[config.mk]
export PLATFORM = sky130hd
export DESIGN_NAME = reg_xfer_seq_flat
export DESIGN_NICKNAME = d
export VERILOG_FILES = /design/src/rtl/reg_xfer_seq_if.sv /design/src/rtl/reg_xfer_seq.sv /design/src/flat_wrapper.sv
export SDC_FILE = /design/constraint.sdc
export NUM_CORES = 1
export LEC_CHECK = 0
export CAP_MARGIN = 20
export CORE_ASPECT_RATIO = 1.25
export CORE_UTILIZATION = 40
export CTS_CLUSTER_DIAMETER = 100
export DETAILED_ROUTE_END_ITERATION = 8
export PLACE_DENSITY = 0.71
export SLEW_MARGIN = 25
export SYNTH_ARGS = -nofsm -noshare
export SYNTH_HDL_FRONTEND = slang
export SYNTH_SLANG_ARGS = --single-unit
[constraint.sdc]
create_clock -name clk50M_i -period 4.35 [get_ports clk50M_i]
set_input_delay 1.0875 -clock clk50M_i [delete_from_list [all_inputs] [get_ports clk50M_i]]
set_output_delay 1.0875 -clock clk50M_i [all_outputs]
set_load 0.02 [all_outputs]
[src/rtl/reg_xfer_seq_if.sv]
// Transfer-request and register-strobe bundle between the instruction decoder,
// the reg_xfer_seq sequencer and the 8-bit register bank.
//
// Handshake: a transfer is accepted at a rising clk edge where req_i=1 and
// ready_o=1; src_i/dst_i are sampled only at that edge. req_i, src_i and dst_i
// are ignored whenever ready_o=0. Completion is a one-cycle done_o pulse;
// rejection (bad index) is a one-cycle err_o pulse.
interface reg_xfer_seq_if #(
  parameter int NUM_REGS = 8,
  parameter int IDX_W    = 3
);
  logic                req_i;
  logic [IDX_W-1:0]    src_i;
  logic [IDX_W-1:0]    dst_i;
  logic                ready_o;
  logic                done_o;
  logic                err_o;
  logic [NUM_REGS-1:0] ff_rd_o;
  logic [NUM_REGS-1:0] ff_wr_o;
  logic [1:0]          state_o;

  modport master (
    output req_i, src_i, dst_i,
    input  ready_o, done_o, err_o, ff_rd_o, ff_wr_o, state_o
  );

  modport slave (
    input  req_i, src_i, dst_i,
    output ready_o, done_o, err_o, ff_rd_o, ff_wr_o, state_o
  );
endinterface

[src/rtl/reg_xfer_seq.sv]
// Register-to-register transfer sequencer. Drives the register bank's one-hot
// ff_rd/ff_wr strobes so that exactly one source drives the internal bus for
// SETTLE_CYC cycles before the destination write strobe fires for one cycle.
// Optional transfer counter output xfer_cnt_o is built when the macro
// REG_XFER_SEQ_CNT_EN is defined.
module reg_xfer_seq #(
  parameter int NUM_REGS   = 8,
  parameter int IDX_W      = 3,
  parameter int SETTLE_CYC = 1
) (
  input  logic          clk50M_i,
  input  logic          rst_i,
  reg_xfer_seq_if.slave bus
`ifdef REG_XFER_SEQ_CNT_EN
  ,
  output logic [15:0]   xfer_cnt_o
`endif
);

  typedef enum logic [1:0] {
    IDLE   = 2'd0,
    SETTLE = 2'd1,
    WRITE  = 2'd2,
    DONE   = 2'd3
  } state_t;

  localparam logic [3:0]     CNT_LOAD = 4'(SETTLE_CYC - 1);
  // One extra bit so the range check is meaningful when NUM_REGS == 2**IDX_W.
  localparam logic [IDX_W:0] NUM_W    = (IDX_W + 1)'(NUM_REGS);

  state_t              state_q, state_d;
  logic [IDX_W-1:0]    src_q, src_d;
  logic [IDX_W-1:0]    dst_q, dst_d;
  logic                bad_q, bad_d;
  logic [3:0]          cnt_q, cnt_d;
  logic                accept;
  logic                idx_bad;
  logic                ready_d, done_d, err_d;
  logic [NUM_REGS-1:0] rd_d, wr_d;

  function automatic logic [NUM_REGS-1:0] onehot(input logic [IDX_W-1:0] idx);
    return {{(NUM_REGS-1){1'b0}}, 1'b1} << idx;
  endfunction

  assign accept  = bus.req_i && bus.ready_o;
  assign idx_bad = ({1'b0, bus.src_i} >= NUM_W) || ({1'b0, bus.dst_i} >= NUM_W);
  assign bus.state_o = state_q;

  // State and captured-transfer registers.
  always_ff @(posedge clk50M_i or posedge rst_i) begin
    if (rst_i) begin
      state_q <= IDLE;
      src_q   <= '0;
      dst_q   <= '0;
      bad_q   <= 1'b0;
      cnt_q   <= 4'd0;
    end else begin
      state_q <= state_d;
      src_q   <= src_d;
      dst_q   <= dst_d;
      bad_q   <= bad_d;
      cnt_q   <= cnt_d;
    end
  end

  // Next-state logic; the request is captured only on the accept edge.
  always_comb begin
    state_d = state_q;
    src_d   = src_q;
    dst_d   = dst_q;
    bad_d   = bad_q;
    cnt_d   = cnt_q;
    case (state_q)
      IDLE: begin
        if (accept) begin
          src_d = bus.src_i;
          dst_d = bus.dst_i;
          bad_d = idx_bad;
          cnt_d = CNT_LOAD;
          // Bad index and src==dst both skip the bus entirely.
          if (idx_bad || (bus.src_i == bus.dst_i)) state_d = DONE;
          else                                     state_d = SETTLE;
        end
      end
      SETTLE: begin
        if (cnt_q == 4'd0) state_d = WRITE;
        else               cnt_d   = cnt_q - 4'd1;
      end
      WRITE:   state_d = DONE;
      DONE:    state_d = IDLE;
      default: state_d = IDLE;
    endcase
  end

  // Output decode from the upcoming state so every output can be a flop.
  always_comb begin
    ready_d = 1'b0;
    done_d  = 1'b0;
    err_d   = 1'b0;
    rd_d    = '0;
    wr_d    = '0;
    case (state_d)
      IDLE:   ready_d = 1'b1;
      SETTLE: rd_d    = onehot(src_d);
      WRITE: begin
        rd_d = onehot(src_d);
        wr_d = onehot(dst_d);
      end
      DONE: begin
        done_d = !bad_d;
        err_d  = bad_d;
      end
      default: begin
        ready_d = 1'b0;
      end
    endcase
  end

  // Registered outputs; asynchronous reset drops all strobes immediately.
  always_ff @(posedge clk50M_i or posedge rst_i) begin
    if (rst_i) begin
      bus.ready_o <= 1'b1;
      bus.done_o  <= 1'b0;
      bus.err_o   <= 1'b0;
      bus.ff_rd_o <= '0;
      bus.ff_wr_o <= '0;
    end else begin
      bus.ready_o <= ready_d;
      bus.done_o  <= done_d;
      bus.err_o   <= err_d;
      bus.ff_rd_o <= rd_d;
      bus.ff_wr_o <= wr_d;
    end
  end

`ifdef REG_XFER_SEQ_CNT_EN
  // Saturating count of completed transfers, including src==dst no-ops.
  always_ff @(posedge clk50M_i or posedge rst_i) begin
    if (rst_i)                                   xfer_cnt_o <= 16'd0;
    else if (done_d && (xfer_cnt_o != 16'hFFFF)) xfer_cnt_o <= xfer_cnt_o + 16'd1;
  end
`endif

endmodule

[src/flat_wrapper.sv]
// flat-port wrapper written by rule: the top's interface ports become plain ports
module reg_xfer_seq_flat 
#(
  parameter int NUM_REGS   = 8,
  parameter int IDX_W      = 3,
  parameter int SETTLE_CYC = 1
)
  (clk50M_i, rst_i, bus_req_i, bus_src_i, bus_dst_i, bus_ready_o, bus_done_o, bus_err_o, bus_ff_rd_o, bus_ff_wr_o, bus_state_o);
  reg_xfer_seq_if #(.NUM_REGS(NUM_REGS), .IDX_W(IDX_W)) bus_i ();
  input  logic clk50M_i;
  input  logic rst_i;
  input wire logic [$bits(bus_i.req_i)-1:0] bus_req_i;
  input wire logic [$bits(bus_i.src_i)-1:0] bus_src_i;
  input wire logic [$bits(bus_i.dst_i)-1:0] bus_dst_i;
  output wire logic [$bits(bus_i.ready_o)-1:0] bus_ready_o;
  output wire logic [$bits(bus_i.done_o)-1:0] bus_done_o;
  output wire logic [$bits(bus_i.err_o)-1:0] bus_err_o;
  output wire logic [$bits(bus_i.ff_rd_o)-1:0] bus_ff_rd_o;
  output wire logic [$bits(bus_i.ff_wr_o)-1:0] bus_ff_wr_o;
  output wire logic [$bits(bus_i.state_o)-1:0] bus_state_o;
  assign bus_i.req_i = bus_req_i;
  assign bus_i.src_i = bus_src_i;
  assign bus_i.dst_i = bus_dst_i;
  assign bus_ready_o = bus_i.ready_o;
  assign bus_done_o = bus_i.done_o;
  assign bus_err_o = bus_i.err_o;
  assign bus_ff_rd_o = bus_i.ff_rd_o;
  assign bus_ff_wr_o = bus_i.ff_wr_o;
  assign bus_state_o = bus_i.state_o;
  reg_xfer_seq #(.NUM_REGS(NUM_REGS), .IDX_W(IDX_W), .SETTLE_CYC(SETTLE_CYC)) u_core (.clk50M_i(clk50M_i), .rst_i(rst_i), .bus(bus_i));
endmodule
==> flow_summary_export.csv, run 1 <==
group,metric,value,unit
run_status,outcome,"completed",
placement,port_buffers,29,
setup_path,cpLargestDelayFamily,"buffers and inverters",
timing,layout_worst_path_cycle_share,0.6680,
cells_and_area,diodes,0,
timing,finalCriticalPeriod,2.906,ns
timing,slew_violations,0,
floorplan,die_x,54.35,µm
grt,grt-ovfl-total,0,
placement,gp_congestion,0.7625,
setup_path,cp_max_fo,8,
pwr,seq_power_share,0.352,
pwr,vdd_drop_max,0.3422,mV
cells_and_area,drive_above_1_share,0.1691,
placement,dp_hpwl,1.854,mm
synthesis,ys.flop_type,"dfrtp_1",
timing,hold_ws,0.4919,ns
setup_path,crit_path_end_kind,"flip-flop",
setup_path,arrival,3.09,ns
cells_and_area,fin_area,1795,µm²
drt,antenna_left,0,
timing,maxSlewHeadroom,0.5671,
pwr,sw_frac_of_total,0.3760,
synthesis,synthArstFlopShare,1.000,
pwr,internal_power,803.7,µW
setup_path,criticalPathCategory,"input pin to flip-flop",
setup_path,start_kind,"input pin",
clock_tree,cts_setup_buffers,0,
floorplan,die_h,67.44,µm
run,cap_violations,0,
pwr,p_clk_frac,0.187,
grt,antenna_found_initial,0,
min_path,hp-class,"flip-flop to flip-flop",
clock_tree,cts_tree,"built",
clock_tree,clkLatencyLatePin,0.28,ns
pwr,p_leak,0.8005,nW
setup_path,cp_cell_sequence,"clkdlybuf4s50_1, and4bb_1, buf_4, nand4_1, o211ai_1, ha_1, inv_1, nor4_1",
setup_path,regToRegStartpoint,"u_core.cnt_q[0]",
drt,drc,0,
floorplan,start_util,0.4251,
placement,dpl_worst_slack,1.212,ns
synthesis,syn_inst,101,
synthesis,synth_most_common_cell,"dfrtp_1",
drt,firstDrtPassIters,4,
min_path,hold_start,"u_core.cnt_q[3]",
pwr,report.power.total,1.288,mW
timing,fin_ws,1.444,ns
synthesis,avgSynthCellArea,13.56,µm²
setup_path,cp_slowest_cell,"clkdlybuf4s50_1",
synthesis,synth_edf_count,0,
synthesis,synth_area_leaders,"dfrtp_1 57%, and4_1 5.1%, mux2i_4 4.9%, ha_1 4.6%, nor4_1 3.7%",
grt,grt_pass1_vias,961,
synthesis,synth-seq-cells,32,
clock_tree,postCtsHoldBufs,0,
grt,grt_max_degree,33,
synthesis,synth_top_area_share,0.5662,
cells_and_area,num-fill-cells,301,
timing,fmax,344.1,MHz
pwr,power_frac_comb,0.461,
drt,wirelength,2.513,mm
cells_and_area,final_util,0.5571,
clock_tree,htreeDepth,2,
setup_path,max_stage_delay,0.50,ns
timing,rsz0062_at_grt,"no",
floorplan,ios,30,
drt,first_iter_violations,14,
placement,dpl_cell_area,1699,µm²
setup_path,crit_required,4.53,ns
cells_and_area,final_cells,173,
cells_and_area,syn_to_final_growth,31.05,%
pwr,netSwitchingPower,484.3,µW
setup_path,critPathLaunch,"bus_req_i",
drt,vias,903,
clock_tree,clockRootBuffer,"clkbuf_8",
floorplan,die_area,3665,µm²
synthesis,netlist-cell-type-count,36,
clock_tree,path_clk_slew,0.06,ns
drt,wl_per_cell,14.53,µm
timing,tightest_slew,0.6483,ns
synthesis,ys_warn_count,0,
cells_and_area,nets,150,
synthesis,synth_area,1370,µm²
timing,finalHoldViolCount,0,
timing,setup_tns,0,ns
clock_tree,cts_made_buffers,5,
floorplan,rows,23,
clock_tree,cts_sinks,32,
clock_tree,cts_resized,0,
grt,grt_usage,0.1740,
synthesis,yosys-top-cells-count,"31 x dfrtp_1, 8 x and4_1, 8 x nor4_1, 6 x inv_1, 5 x ha_1",
timing,skew,0.001081,ns
clock_tree,clockBufferDepth,2,
synthesis,seq_area_frac_synth,0.5854,
drt,vias_per_cell,5.220,
synthesis,synth_top_cell_by_area,"dfrtp_1",
grt,grt_pass1_wl,4.236,mm
synthesis,synth_nets,115,
floorplan,coreArea,3223,µm²
timing,setup_viol,0,
pwr,p_per_area,717.4,nW/µm²
setup_path,path_buf_inv,3,
placement,dp_cells,166,
[kinds of logic (layout without fill, tap and decap cells)]
logic type / count (synthesis) / in the layout / synth area share
compound gates: 10 / 10 / 0.05297
xor+xnor: 3 / 3 / 0.01918
fa+ha+maj: 5 / 5 / 0.04566
buf+inv: 12 / 47 / 0.03835
flops: 32 / 32 / 0.5854
mux: 7 / 7 / 0.08949
simple gates: 32 / 32 / 0.1690
[layer usage]
layer | part of all wire | wire length, µm | vias to the layer above | global-route usage
li1 | - | - | 431 | -
met1 | 0.39 | 976 | 444 | 0.1888
met5 | 0 | 0 | - | 0
met3 | 0.047 | 118 | 6 | 0.04730
met4 | 0.030 | 76 | 0 | 0.1314
met2 | 0.53 | 1341 | 22 | 0.2805
[sequential cells by signal, indices dropped and copies added (netlist names)]
signal,cells
u_core.bad_q,1
u_core.bus.done_o,1
u_core.bus.err_o,1
u_core.bus.ff_rd_o,8
u_core.bus.ff_wr_o,8
u_core.bus.ready_o,1
u_core.bus.state_o,2
u_core.cnt_q,4
u_core.dst_q,3
u_core.src_q,3
[path summary, 6_finish.rpt]
kind	to	slack, ns	cells after the start
setup / recovery	u_core.bus.ff_wr_o[0]	1.44	8
hold / removal	u_core.cnt_q[3]	0.49	1
setup reg to reg	u_core.bus.ff_rd_o[1]	2.08	8
hold reg to reg	u_core.cnt_q[3]	0.49	1
max in group asynchronous	u_core.bus.ff_wr_o[7]	2.71	2
min in group asynchronous	u_core.bad_q	1.21	2
[power groups by stage]
stage               Sequential (mW)  Combinational [mW]  Clock (mW)
finish                        0.454               0.594       0.240
detailed placement            0.461               0.597           0
global placement              0.456               0.573           0
CTS                           0.456               0.600       0.250
floorplan                     0.521               0.331           0
global route                  0.468               0.656       0.257
[area by class of cell]
class / count / area, µm² / share of cell area
repair buffers: 30 / 297.8 / 0.1659
well taps: 37 / 46.29 / 0.02578
inverters: 10 / 37.54 / 0.02091
multi-input cells: 57 / 515.5 / 0.2871
clock buffers: 7 / 96.34 / 0.05366
flip-flops and latches: 32 / 802.0 / 0.4467
[cell usage in the layout (no fill, tap or decap), types with 2 or more instances in the layout]
master,count
mux2_4,2
clkbuf_8,7
ha_1,5
inv_2,5
nor4_1,8
nand3_1,2
xnor2_1,3
inv_1,5
dfrtp_1,31
nand4_1,2
mux2i_4,3
o211ai_1,2
clkdlybuf4s50_1,29
and4_1,8
o21ai_0,2
Power figures use the tool's default switching activity.
==> inputs of run 2 (changes only) <==
--- a/config.mk
+++ b/config.mk
@@ -10,7 +10,7 @@
 export CORE_UTILIZATION = 40
 export CTS_CLUSTER_DIAMETER = 100
 export DETAILED_ROUTE_END_ITERATION = 8
-export PLACE_DENSITY = 0.71
+export PLACE_DENSITY = 0.73
 export SLEW_MARGIN = 25
 export SYNTH_ARGS = -nofsm -noshare
 export SYNTH_HDL_FRONTEND = slang
==> constraint.sdc (replaced) <==
create_clock -name clk50M_i -period 2.4 [get_ports clk50M_i]
set_input_delay 0.6 -clock clk50M_i [delete_from_list [all_inputs] [get_ports clk50M_i]]
set_output_delay 0.6 -clock clk50M_i [all_outputs]
set_load 0.02 [all_outputs]
==> flow_summary_export.csv, run 2 (same netlist as run 1, synthesis figures left out) <==
group,metric,value,unit
drt,drc,0,
cells_and_area,largestRegisters,"u_core.bus.ff_rd_o (8), u_core.bus.ff_wr_o (8), u_core.cnt_q (4)",
setup_path,max_stage_delay,0.41,ns
drt,wl_per_cell,14.74,µm
timing,skew,0.005664,ns
grt,grt_pass1_vias,979,
pwr,vdd_drop_max,0.7370,mV
clock_tree,clockRootBuffer,"clkbuf_8",
timing,tightest_slew,0.3187,ns
floorplan,die_area,3665,µm²
clock_tree,clkLatencyLatePin,0.29,ns
cells_and_area,syn_to_final_growth,34.61,%
cells_and_area,nets,156,
clock_tree,htreeDepth,2,
grt,grt-ovfl-total,0,
setup_path,criticalPathCategory,"flip-flop to flip-flop",
timing,setup_viol,0,
setup_path,cp_cell_sequence,"inv_1, ha_1, or3b_4, nand2_1, o21ai_0, ha_1, inv_1, nor4_1",
min_path,whs_endpoint,"u_core.bus.err_o",
run,cap_violations,0,
placement,dp_hpwl,1.957,mm
setup_path,arrival,2.42,ns
timing,hold_ws,0.5053,ns
setup_path,regToRegSetupSlack,0.16,ns
setup_path,cpLargestDelayFamily,"simple AND/OR/NAND/NOR gates",
pwr,netSwitchingPower,932.2,µW
clock_tree,cts_tree,"built",
setup_path,cp_slowest_cell,"or3b_4",
pwr,p_clk_frac,0.177,
placement,port_buffers,29,
run_status,outcome,"completed",
timing,slew_violations,0,
clock_tree,path_clk_slew,0.06,ns
drt,wirelength,2.653,mm
pwr,sw_frac_of_total,0.3832,
clock_tree,clockBufferDepth,2,
floorplan,rows,23,
timing,maxSlewHeadroom,0.7853,
cells_and_area,most-common-layout-cells,"31 x dfrtp_1, 29 x clkdlybuf4s50_1, 8 x and4_1, 8 x nor4_1, 7 x buf_4",
setup_path,crit_required,2.58,ns
placement,gp_congestion,0.8020,
floorplan,die_h,67.44,µm
cells_and_area,layout_commonest_cell,"dfrtp_1",
clock_tree,cts_made_buffers,5,
grt,grt_pass1_wl,4.409,mm
setup_path,start_kind,"flip-flop",
drt,vias_per_cell,5.206,
setup_path,path_buf_inv,2,
floorplan,die_x,54.35,µm
setup_path,cp_max_fo,6,
setup_path,reg2reg_depth,8,
min_path,hold_start,"u_core.bad_q",
setup_path,timing.rr.end,"u_core.bus.ff_rd_o[5]",
pwr,p_leak,0.8249,nW
floorplan,ios,30,
min_path,hp-class,"flip-flop to flip-flop",
pwr,seq_power_share,0.342,
pwr,p_per_area,1319,nW/µm²
floorplan,coreArea,3223,µm²
cells_and_area,diodes,0,
grt,grt_max_degree,26,
cells_and_area,drive_above_1_share,0.2098,
grt,antenna_found_initial,0,
pwr,internal_power,1.501,mW
setup_path,crit_path_end_kind,"flip-flop",
grt,grt_usage,0.1787,
clock_tree,cts_sinks,32,
drt,vias,937,
timing,rsz0062_at_grt,"no",
timing,finalCriticalPeriod,2.241,ns
pwr,report.power.total,2.433,mW
min_path,whs_path_depth,1,
setup_path,regToRegStartpoint,"u_core.cnt_q[0]",
timing,finalHoldViolCount,0,
drt,first_iter_violations,9,
drt,antenna_left,0,
pwr,power_frac_comb,0.481,
floorplan,start_util,0.4251,
drt,firstDrtPassIters,4,
cells_and_area,final_util,0.5722,
timing,layout_worst_path_cycle_share,0.9336,
timing,fmax,446.3,MHz
[run 2: power groups by stage]
| stage | logic (mW) | clock network [mW] | registers, mW |
|---|---|---|---|
| after floorplan | 0.600 | 0 | 0.944 |
| after global placement | 1.07 | 0 | 0.828 |
| after detailed placement | 1.12 | 0 | 0.840 |
| after CTS | 1.13 | 0.451 | 0.831 |
| after global routing | 1.27 | 0.467 | 0.850 |
| final | 1.17 | 0.430 | 0.831 |
[run 2: layout make-up]
class	count	area, µm²
timing repair buffer	36	342.8
clock inverter	2	15.01
clock buffer	6	82.58
fill	280	1379
inverter	10	37.54
sequential	32	802.0
multi-input combinational	57	518.0
tap	37	46.29
[run 2: timing repair]
item / CTS / global route
hold endpoints to repair: 0 / 0
setup buffers: 0 / 1
resized for setup: 0 / 1
setup endpoints to repair: 0 / 4
hold buffers: 0 / 0
[run 2: routing by layer]
metal  track usage  vias to the layer above  part of all wire
met4        0.1058                        0             0.026
met1        0.2064                      460              0.41
met3       0.06306                        5             0.048
met2        0.2790                       23              0.51
met5             0                        -                 0
li1              -                      449                 -
[run 2: through the flow]
stage	setup TNS (ns)	area, µm²	setup WS, ns	std cells
5_1_grt	0	1844	0.02311	180
4_1_cts	0	1834	0.07597	179
6_report	0	1844	0.1594	180
3_5_place_dp	-0.3077	1737	-0.08265	171
3_3_place_gp	-0.02265	1737	-0.02265	171
2_1_floorplan	0	1370	0.4141	101
[run 2: how the worst max path moves through the flow]
| stage | start | end | slack, ns | cells after the start |
|---|---|---|---|---|
| 6_report | u_core.cnt_q[0] | u_core.bus.ff_rd_o[5] | 0.16 | 8 |
| 5_1_grt | u_core.cnt_q[0] | u_core.bus.ff_rd_o[1] | 0.02 | 8 |
| 4_1_cts | u_core.cnt_q[0] | u_core.bus.ff_rd_o[5] | 0.08 | 8 |
| 3_5_place_dp | bus_req_i | u_core.bus.ff_rd_o[1] | -0.08 | 7 |
| 3_3_place_gp | bus_req_i | u_core.bus.ff_rd_o[1] | -0.02 | 7 |
| 2_1_floorplan | u_core.cnt_q[0] | u_core.bus.ff_rd_o[0] | 0.41 | 9 |
